==> src/rtl/stopwatch_ctrl.sv <==
// Stopwatch control: button conditioning, arbitration, IDLE/WORK/PAUSE FSM, tick prescaler.
// Define DEBOUNCE_EN to insert the per-button debounce filter after the synchronisers.
module stopwatch_ctrl #(
  parameter int CLK_HZ    = 100_000_000,
  parameter int TICK_HZ   = 20,
  parameter int DB_CYCLES = 1_000_000
) (
  input  logic       i_Clk,
  input  logic       i_Rst,
  input  logic       i_fStart,
  input  logic       i_fStop,
  input  logic       i_fRecord,
  output logic [1:0] o_State,
  output logic       o_fRun,
  output logic       o_fTick,
  output logic       o_fClear,
  output logic       o_fRecord,
  output logic       o_fCmdDrop
);
  localparam int TICK_DIV = CLK_HZ / TICK_HZ;
  localparam int PW = $clog2(TICK_DIV);
  localparam logic [PW-1:0] PRE_MAX = PW'(TICK_DIV - 1);

  typedef enum logic [1:0] {IDLE = 2'b00, WORK = 2'b01, PAUSE = 2'b10} state_t;

  state_t        state;
  state_t        next_state;
  logic          clear_next;
  logic          record_next;
  logic [2:0]    btn_raw;
  logic [2:0]    sync1;
  logic [2:0]    sync2;
  logic [2:0]    level;
  logic [2:0]    hist;
  logic [2:0]    armed;
  logic [2:0]    press;
  logic [1:0]    warm;
  logic          do_stop;
  logic          do_start;
  logic          do_rec;
  logic          drop;
  logic [PW-1:0] presc;

  // bit 2 = Stop, bit 1 = Start, bit 0 = Record (also the priority order)
  assign btn_raw = {i_fStop, i_fStart, i_fRecord};
  assign o_State = state;

  // two-flop synchronisers; warm marks when sync2 reflects real pin levels again
  always_ff @(posedge i_Clk) begin
    if (i_Rst) begin
      sync1 <= 3'b111;
      sync2 <= 3'b111;
      warm  <= 2'b00;
    end else begin
      sync1 <= btn_raw;
      sync2 <= sync1;
      warm  <= {warm[0], 1'b1};
    end
  end

`ifdef DEBOUNCE_EN
  localparam int DW = $clog2(DB_CYCLES + 1);
  localparam logic [DW-1:0] DB_LAST = DW'(DB_CYCLES - 1);
  logic [DW-1:0] db_cnt [3];

  // debounce: level flips only after DB_CYCLES consecutive disagreeing samples
  always_ff @(posedge i_Clk) begin
    if (i_Rst) begin
      level <= 3'b111;
      for (int i = 0; i < 3; i++) db_cnt[i] <= {DW{1'b0}};
    end else begin
      for (int i = 0; i < 3; i++) begin
        if (sync2[i] == level[i]) begin
          db_cnt[i] <= {DW{1'b0}};
        end else if (db_cnt[i] == DB_LAST) begin
          level[i]  <= sync2[i];
          db_cnt[i] <= {DW{1'b0}};
        end else begin
          db_cnt[i] <= db_cnt[i] + DW'(1);
        end
      end
    end
  end
`else
  assign level = sync2;
`endif

  // falling-edge detect; a button is armed only once seen released, so a press held through reset is ignored
  always_ff @(posedge i_Clk) begin
    if (i_Rst) begin
      hist  <= 3'b111;
      armed <= 3'b000;
      press <= 3'b000;
    end else begin
      hist  <= level;
      armed <= armed | ({3{warm[1]}} & level & sync2);
      press <= armed & hist & ~level;
    end
  end

  // fixed-priority arbitration; every losing press counts as a drop
  always_comb begin
    do_stop  = press[2];
    do_start = press[1] & ~press[2];
    do_rec   = press[0] & ~press[1] & ~press[2];
    drop     = (press[2] & (press[1] | press[0])) | (press[1] & press[0]);
  end

  // next-state and strobe decode
  always_comb begin
    next_state  = state;
    clear_next  = 1'b0;
    record_next = 1'b0;
    case (state)
      IDLE: begin
        if (do_start) next_state = WORK;
        else          next_state = IDLE;
      end
      WORK: begin
        if (do_stop) begin
          next_state = IDLE;
          clear_next = 1'b1;
        end else if (do_start) begin
          next_state = PAUSE;
        end else if (do_rec) begin
          record_next = 1'b1;
        end else begin
          next_state = WORK;
        end
      end
      PAUSE: begin
        if (do_stop) begin
          next_state = IDLE;
          clear_next = 1'b1;
        end else if (do_start) begin
          next_state = WORK;
        end else if (do_rec) begin
          record_next = 1'b1;
        end else begin
          next_state = PAUSE;
        end
      end
      default: next_state = IDLE;
    endcase
  end

  // mode register and registered strobes
  always_ff @(posedge i_Clk) begin
    if (i_Rst) begin
      state      <= IDLE;
      o_fRun     <= 1'b0;
      o_fClear   <= 1'b0;
      o_fRecord  <= 1'b0;
      o_fCmdDrop <= 1'b0;
    end else begin
      state      <= next_state;
      o_fRun     <= (next_state == WORK);
      o_fClear   <= clear_next;
      o_fRecord  <= record_next;
      o_fCmdDrop <= drop;
    end
  end

  // prescaler: counts in WORK, keeps its phase in PAUSE, zero in IDLE
  always_ff @(posedge i_Clk) begin
    if (i_Rst) begin
      presc   <= {PW{1'b0}};
      o_fTick <= 1'b0;
    end else begin
      o_fTick <= (state == WORK) && (presc == PRE_MAX);
      case (state)
        WORK:    presc <= (presc == PRE_MAX) ? {PW{1'b0}} : presc + PW'(1);
        PAUSE:   presc <= presc;
        default: presc <= {PW{1'b0}};
      endcase
    end
  end
endmodule

==> config.mk <==
export PLATFORM = sky130hd
export DESIGN_NAME = stopwatch_ctrl
export DESIGN_NICKNAME = d
export VERILOG_FILES = /design/src/rtl/stopwatch_ctrl.sv
export SDC_FILE = /design/constraint.sdc
export NUM_CORES = 1
export LEC_CHECK = 0
export ABC_AREA = 1
export BUFFER_PORTS_ARGS = -buffer_cell sky130_fd_sc_hd__clkbuf_2
export CORE_ASPECT_RATIO = 2
export CORE_UTILIZATION = 40
export DETAILED_ROUTE_END_ITERATION = 8
export PLACE_DENSITY = 0.6
export SYNTH_ARGS = -nofsm -noshare
export SYNTH_HDL_FRONTEND = slang
export SYNTH_SLANG_ARGS = --single-unit
==> constraint.sdc <==
create_clock -name i_Clk -period 2 [get_ports i_Clk]
set_clock_uncertainty 0.2 [all_clocks]
set_input_delay 0.1 -clock i_Clk [delete_from_list [all_inputs] [get_ports i_Clk]]
set_output_delay 0.1 -clock i_Clk [all_outputs]
set_load 0.05 [all_outputs]
==> results.json, run 1 <==
{
  "status": "finished clean",
  "cp.required_ps": 2000,
  "period_needed_ps": 1860,
  "synth_warnings": 0,
  "cts_buffers": 5,
  "dp_hpwl_um": 4180,
  "syn_avg_cell_area_um2": 7.11,
  "crit_arrival_ps": 1860,
  "htree_levels": 2,
  "grt_max_degree": 19,
  "synth.area.top_cells": "dfxtp_1, nand2_1, nor2_1, inv_1, a21oi_1",
  "cp_top_family": "simple AND/OR/NAND/NOR gates",
  "routedWlPerCell_um": 13.3,
  "r2r-start": "presc[0]$_SDFFE_PP0P_",
  "p_sw_uw": 372,
  "critPathLaunch": "presc[0]$_SDFFE_PP0P_",
  "diodes": 0,
  "p_leak_nw": 0.953,
  "cts.sinks": 47,
  "async_flop_share_pct": 0,
  "pre_cts_ws_ps": 118,
  "crit_type": "flip-flop to flip-flop",
  "cp_max_fo": 10,
  "synth_edf_count": 0,
  "setup_slack_ps": 139,
  "dr.pass1.iters": 4,
  "setup_viol": 0,
  "syn_inst": 322,
  "final_layout_size_suffix_gt1_share_pct": 18.6,
  "antenna_found_initial": 0,
  "grt_overflow_total": 0,
  "cp_slowest_cell": "dfxtp_1",
  "num_vias": 2066,
  "critPathLaunchType": "flip-flop",
  "path_cells": "ha_1 -> nand3_1 -> nor2_4 -> nand3_1 -> nor2_2 -> nor2_4 -> o21ai_1 -> a21oi_1",
  "yosysTopAreaCell": "dfxtp_1",
  "reg2reg_depth": 8,
  "post-route-util_pct": 48.0,
  "tightest_slew_ps": 449,
  "ys_seq_elements": 47,
  "clock_latency_ps": 310,
  "clkPwrFrac_pct": 45.5,
  "fp.dieW_um": 55.5,
  "cts_tree": "done",
  "placement.io_buffers": 11,
  "hold_start": "warm[0]$_DFF_P_",
  "ys.flop_type": "dfxtp_1",
  "clk_path_buf_depth": 2,
  "design.core.area_um2": 5470,
  "ctsRootBufferMaster": "clkbuf_8",
  "yosysSeqAreaShare_pct": 41.1,
  "ys_types": 32,
  "slew_headroom_pct": 70.1,
  "fillers": 536,
  "synth_top_area_share_pct": 41.1,
  "maxSlewViolCount": 0,
  "rsz0062_at_grt": "no",
  "io_pins": 12,
  "path_clk_slew_ps": 100,
  "cp.buffers_inverters": 0,
  "crit_cells": 8,
  "layout_worst_path_cycle_share_pct": 93.1,
  "synthesis.area_um2": 2290,
  "seqPwrFrac_pct": 51.9,
  "min_path_type": "flip-flop to flip-flop",
  "critical-path-max-stage-delay_ps": 370,
  "grt_pass1_vias": 2031,
  "grt_pass1_wl_um": 9120,
  "power_density_nw_per_um2": 702,
  "switching_share_pct": 20.2,
  "ir_drop_uv": 646,
  "end_kind": "flip-flop",
  "via_per_inst": 5.10,
  "synth_most_common_cell": "nand2_1",
  "fmax_ghz": 0.537,
  "p_comb_share_pct": 2.6,
  "power.internal_mw": 1.47,
  "syn_to_final_growth_pct": 14.5,
  "die-area_um2": 6050,
  "hold_viol_final": 0,
  "drv_cap": 0,
  "min_path_cells": 2,
  "num_rows": 38,
  "start_util_pct": 41.9,
  "drc_errors": 0,
  "ant_nets": 0,
  "nNetsFinal": 354,
  "die_h_um": 109,
  "syn-num-nets": 332,
  "gp_congestion": 0.946,
  "drt_iter0_markers": 54,
  "synth_common_cells": "nand2_1, dfxtp_1, nor2_1",
  "postCtsSetupRepairBufs": 0,
  "wirelength_um": 5400,
  "finalSetupTns_ps": 0,
  "grtUsageTotal_pct": 19.7
}
[final timing paths]
path                            slack, ps                     end
worst max-delay path                  140  presc[22]$_SDFFE_PP0P_
worst min register to register        200      warm[1]$_SDFF_PP0_
worst max register to register        140  presc[22]$_SDFFE_PP0P_
worst min-delay path                  200      warm[1]$_SDFF_PP0_
[power by group through the flow]
stage          clock, mW  combinational (mW)  sequential, mW
3_3_place_gp           0              0.0412           0.979
3_5_place_dp           0              0.0418           0.979
4_1_cts            0.859              0.0480           0.957
2_1_floorplan          0              0.0275           0.978
6_report           0.837              0.0473           0.956
5_1_grt            0.889              0.0528           0.959
[layout by cell type (no fill, tap or decap), drive strengths merged]
cell type,count
nor4,1
clkinv,1
a21oi,23
nand3,23
xnor2,2
ha,5
or2,11
nor3b,1
nand4,7
xor2,3
buf,6
bufinv,2
o21ai,7
nor2,56
a31oi,1
dlygate4sd3,4
nor3,13
o211ai,1
nand2,80
inv,34
clkinvlp,1
dfxtp,47
clkbuf,16
[stage by stage]
stage | hold slack, ps | instance area (um^2) | power (mW) | instances
after floorplan | 3.81 | 2290 | 1.01 | 322
after global placement | 84.0 | 2440 | 1.02 | 393
after detailed placement | 90.2 | 2440 | 1.02 | 393
after CTS | 208 | 2620 | 1.86 | 405
after global routing | 239 | 2620 | 1.90 | 405
final | 198 | 2620 | 1.84 | 405
[logic make-up after synthesis]
logic type      Yosys count  share of synthesized area (%)
simple gates            192                           39.7
flops                    47                           41.1
buf+inv                  41                           6.94
compound gates           32                           7.65
xor+xnor                  5                           1.91
fa+ha+maj                 5                           2.73
[repair_timing]
item,in CTS,in global routing
hold buffers,4,0
setup endpoints to repair,0,4
hold endpoints to repair,9,0
gates resized for setup,0,1
[final cells by class]
cell class / count / area [um^2] / area share (%)
clock buffer: 5 / 68.8 / 2.62
inverter: 35 / 131 / 5.01
tap: 60 / 75.1 / 2.86
sequential: 47 / 943 / 36.0
timing repair buffer: 21 / 140 / 5.34
clock inverter: 3 / 67.6 / 2.58
multi-input combinational: 234 / 1200 / 45.6
[worst min-delay path, delay by kind of cell, from the launching register on]
family	cells	cell delay, ps
buffers and inverters	1	40
flip-flops	1	310
AND/OR/NAND/NOR	1	30
[sequential cells by signal, indices dropped and copies added, names as in the netlist, 2 cells and up]
| register | count |
|---|---|
| presc | 23 |
| sync1 | 3 |
| o_State | 2 |
| warm | 2 |
| level | 3 |
| armed | 3 |
| hist | 3 |
| press | 3 |
[metal layers]
metal / share of wire [%] / GRT usage (%) / up-vias
met3: 2.6 / 3.44 / 23
met1: 36 / 18.1 / 929
met2: 54 / 37.4 / 47
met4: 6.5 / 15.5 / 0
met5: 0 / 0 / -
li1: - / - / 1067
Power figures use the tool's default switching activity.
==> run 2, diff against run 1 <==
--- a/config.mk
+++ b/config.mk
@@ -9,7 +9,7 @@
 export BUFFER_PORTS_ARGS = -buffer_cell sky130_fd_sc_hd__clkbuf_2
 export CORE_ASPECT_RATIO = 2
-export CORE_UTILIZATION = 40
+export CORE_UTILIZATION = 35
 export DETAILED_ROUTE_END_ITERATION = 8
-export PLACE_DENSITY = 0.6
+export PLACE_DENSITY = 0.55
 export SYNTH_ARGS = -nofsm -noshare
 export SYNTH_HDL_FRONTEND = slang
==> constraint.sdc (replaced) <==
create_clock -name i_Clk -period 2 [get_ports i_Clk]
set_clock_uncertainty 0.2 [all_clocks]
set_input_delay 0.3 -clock i_Clk [delete_from_list [all_inputs] [get_ports i_Clk]]
set_output_delay 0.3 -clock i_Clk [all_outputs]
set_load 0.05 [all_outputs]
==> results.json, run 2 (synthesis gave the netlist of run 1 again) <==
{
  "pre_cts_ws_ps": 118,
  "finalSetupTns_ps": 0,
  "io_pins": 12,
  "fmax_ghz": 0.543,
  "num_rows": 41,
  "fp.dieW_um": 59.2,
  "crit_arrival_ps": 1820,
  "p_leak_nw": 0.971,
  "fillers": 645,
  "status": "finished clean",
  "diodes": 0,
  "slew_headroom_pct": 67.4,
  "cp.required_ps": 1980,
  "ant_nets": 0,
  "design.core.area_um2": 6310,
  "setup_viol": 0,
  "cp.buffers_inverters": 1,
  "end_kind": "flip-flop",
  "cp_max_fo": 9,
  "maxSlewViolCount": 0,
  "grt_max_degree": 18,
  "placement.io_buffers": 11,
  "final_cell_mix": "nand2_1, nor2_1, dfxtp_1, inv_1",
  "start_util_pct": 36.3,
  "postCtsSetupRepairBufs": 0,
  "hold_start": "i_Rst",
  "routedWlPerCell_um": 13.5,
  "clk_path_buf_depth": 2,
  "cts.sinks": 47,
  "r2r-start": "presc[0]$_SDFFE_PP0P_",
  "dr.pass1.iters": 4,
  "cts_buffers": 5,
  "critPathLaunch": "presc[0]$_SDFFE_PP0P_",
  "period_needed_ps": 1840,
  "die_h_um": 116,
  "ir_drop_uv": 701,
  "power_density_nw_per_um2": 750,
  "largest_register_ffs": 23,
  "htree_levels": 2,
  "drt_iter0_markers": 74,
  "min_path_type": "input port to flip-flop",
  "cp_slowest_cell": "dfxtp_1",
  "rsz0062_at_grt": "no",
  "layout_worst_path_cycle_share_pct": 92.0,
  "crit_type": "flip-flop to flip-flop",
  "hold_viol_final": 0,
  "critPathLaunchType": "flip-flop",
  "gp_congestion": 0.871,
  "drc_errors": 0,
  "tightest_slew_ps": 488,
  "dp_hpwl_um": 4420,
  "critical-path-max-stage-delay_ps": 360,
  "wirelength_um": 5790,
  "grt_pass1_wl_um": 9740,
  "via_per_inst": 4.95,
  "crit_top_cell": "nand2_1",
  "syn_to_final_growth_pct": 17.1,
  "grt_pass1_vias": 2169,
  "multi_input_area_um2": 1190,
  "ctsRootBufferMaster": "clkbuf_16",
  "setup_slack_ps": 159,
  "die-area_um2": 6890,
  "num_vias": 2129,
  "grtUsageTotal_pct": 19.5,
  "path_cells": "ha_1 -> inv_1 -> nor2_4 -> nand2_1 -> nor2_2 -> nand3_2 -> nand2_1 -> nand2_2 -> nand2_4 -> nor3_1",
  "path_clk_slew_ps": 70,
  "clock_latency_ps": 300,
  "seqCellArea_um2": 943,
  "final_layout_size_suffix_gt1_share_pct": 18.9,
  "antenna_found_initial": 0,
  "nNetsFinal": 353,
  "grt_overflow_total": 0,
  "regMostFlops": "presc",
  "cts_tree": "done",
  "power_mw": 2.01,
  "final_common_cell": "nand2_1",
  "cp_top_family": "simple AND/OR/NAND/NOR gates",
  "drv_cap": 0
}
## run 2: cell count changes in the layout (fill, tap and decap cells not counted), sizes merged
cell / before / now
dlygate4sd3: 4 / 3
bufinv: 2 / 1
clkinvlp: 1 / 0
clkbuf: 16 / 17
inv: 34 / 35
## run 2: timing repair
item                       in CTS  in global routing
resized for setup               0                  1
hold buffers                    3                  0
hold endpoints to repair        3                  0
setup endpoints to repair       0                 11
## run 2: final cells by class
class | instances | share of cell area (%)
repair buffers | 20 | 4.85
inverters | 35 | 4.90
clock inverters | 2 | 1.45
well taps | 86 | 4.01
clock buffers | 6 | 5.17
multi-input cells | 234 | 44.5
flip-flops and latches | 47 | 35.2
## run 2: report_power, final
group,total (mW),internal (mW),switching (mW)
clock network,1.01,0.629,0.380
logic,0.0461,0.0200,0.0262
registers,0.958,0.951,0.00724
## run 2: metrics by stage
stage | instance area (um^2) | cells | hold slack, ps | utilization (%)
5_1_grt | 2680 | 430 | 82.3 | 42.5
4_1_cts | 2680 | 430 | 66.8 | 42.5
2_1_floorplan | 2290 | 322 | 188 | -
3_5_place_dp | 2470 | 419 | 199 | 39.2
3_3_place_gp | 2470 | 419 | 195 | 39.2
6_report | 2680 | 430 | 58.9 | 42.5
## run 2: per-layer routing
metal | GRT usage (%) | up-vias | wire [um]
met4 | 17.5 | 0 | 384
met1 | 17.6 | 977 | 2040
met3 | 3.99 | 26 | 179
met5 | 0 | - | 0
li1 | - | 1071 | -
met2 | 34.8 | 55 | 3190
## run 2: final timing paths
| path | endpoint | cells past startpoint | slack, ps |
|---|---|---|---|
| min reg2reg | level[1]$_SDFF_PP1_ | 1 | 210 |
| max reg2reg | presc[12]$_SDFFE_PP0P_ | 10 | 160 |
| min | presc[6]$_SDFFE_PP0P_ | 2 | 60 |
| max | presc[12]$_SDFFE_PP0P_ | 10 | 160 |
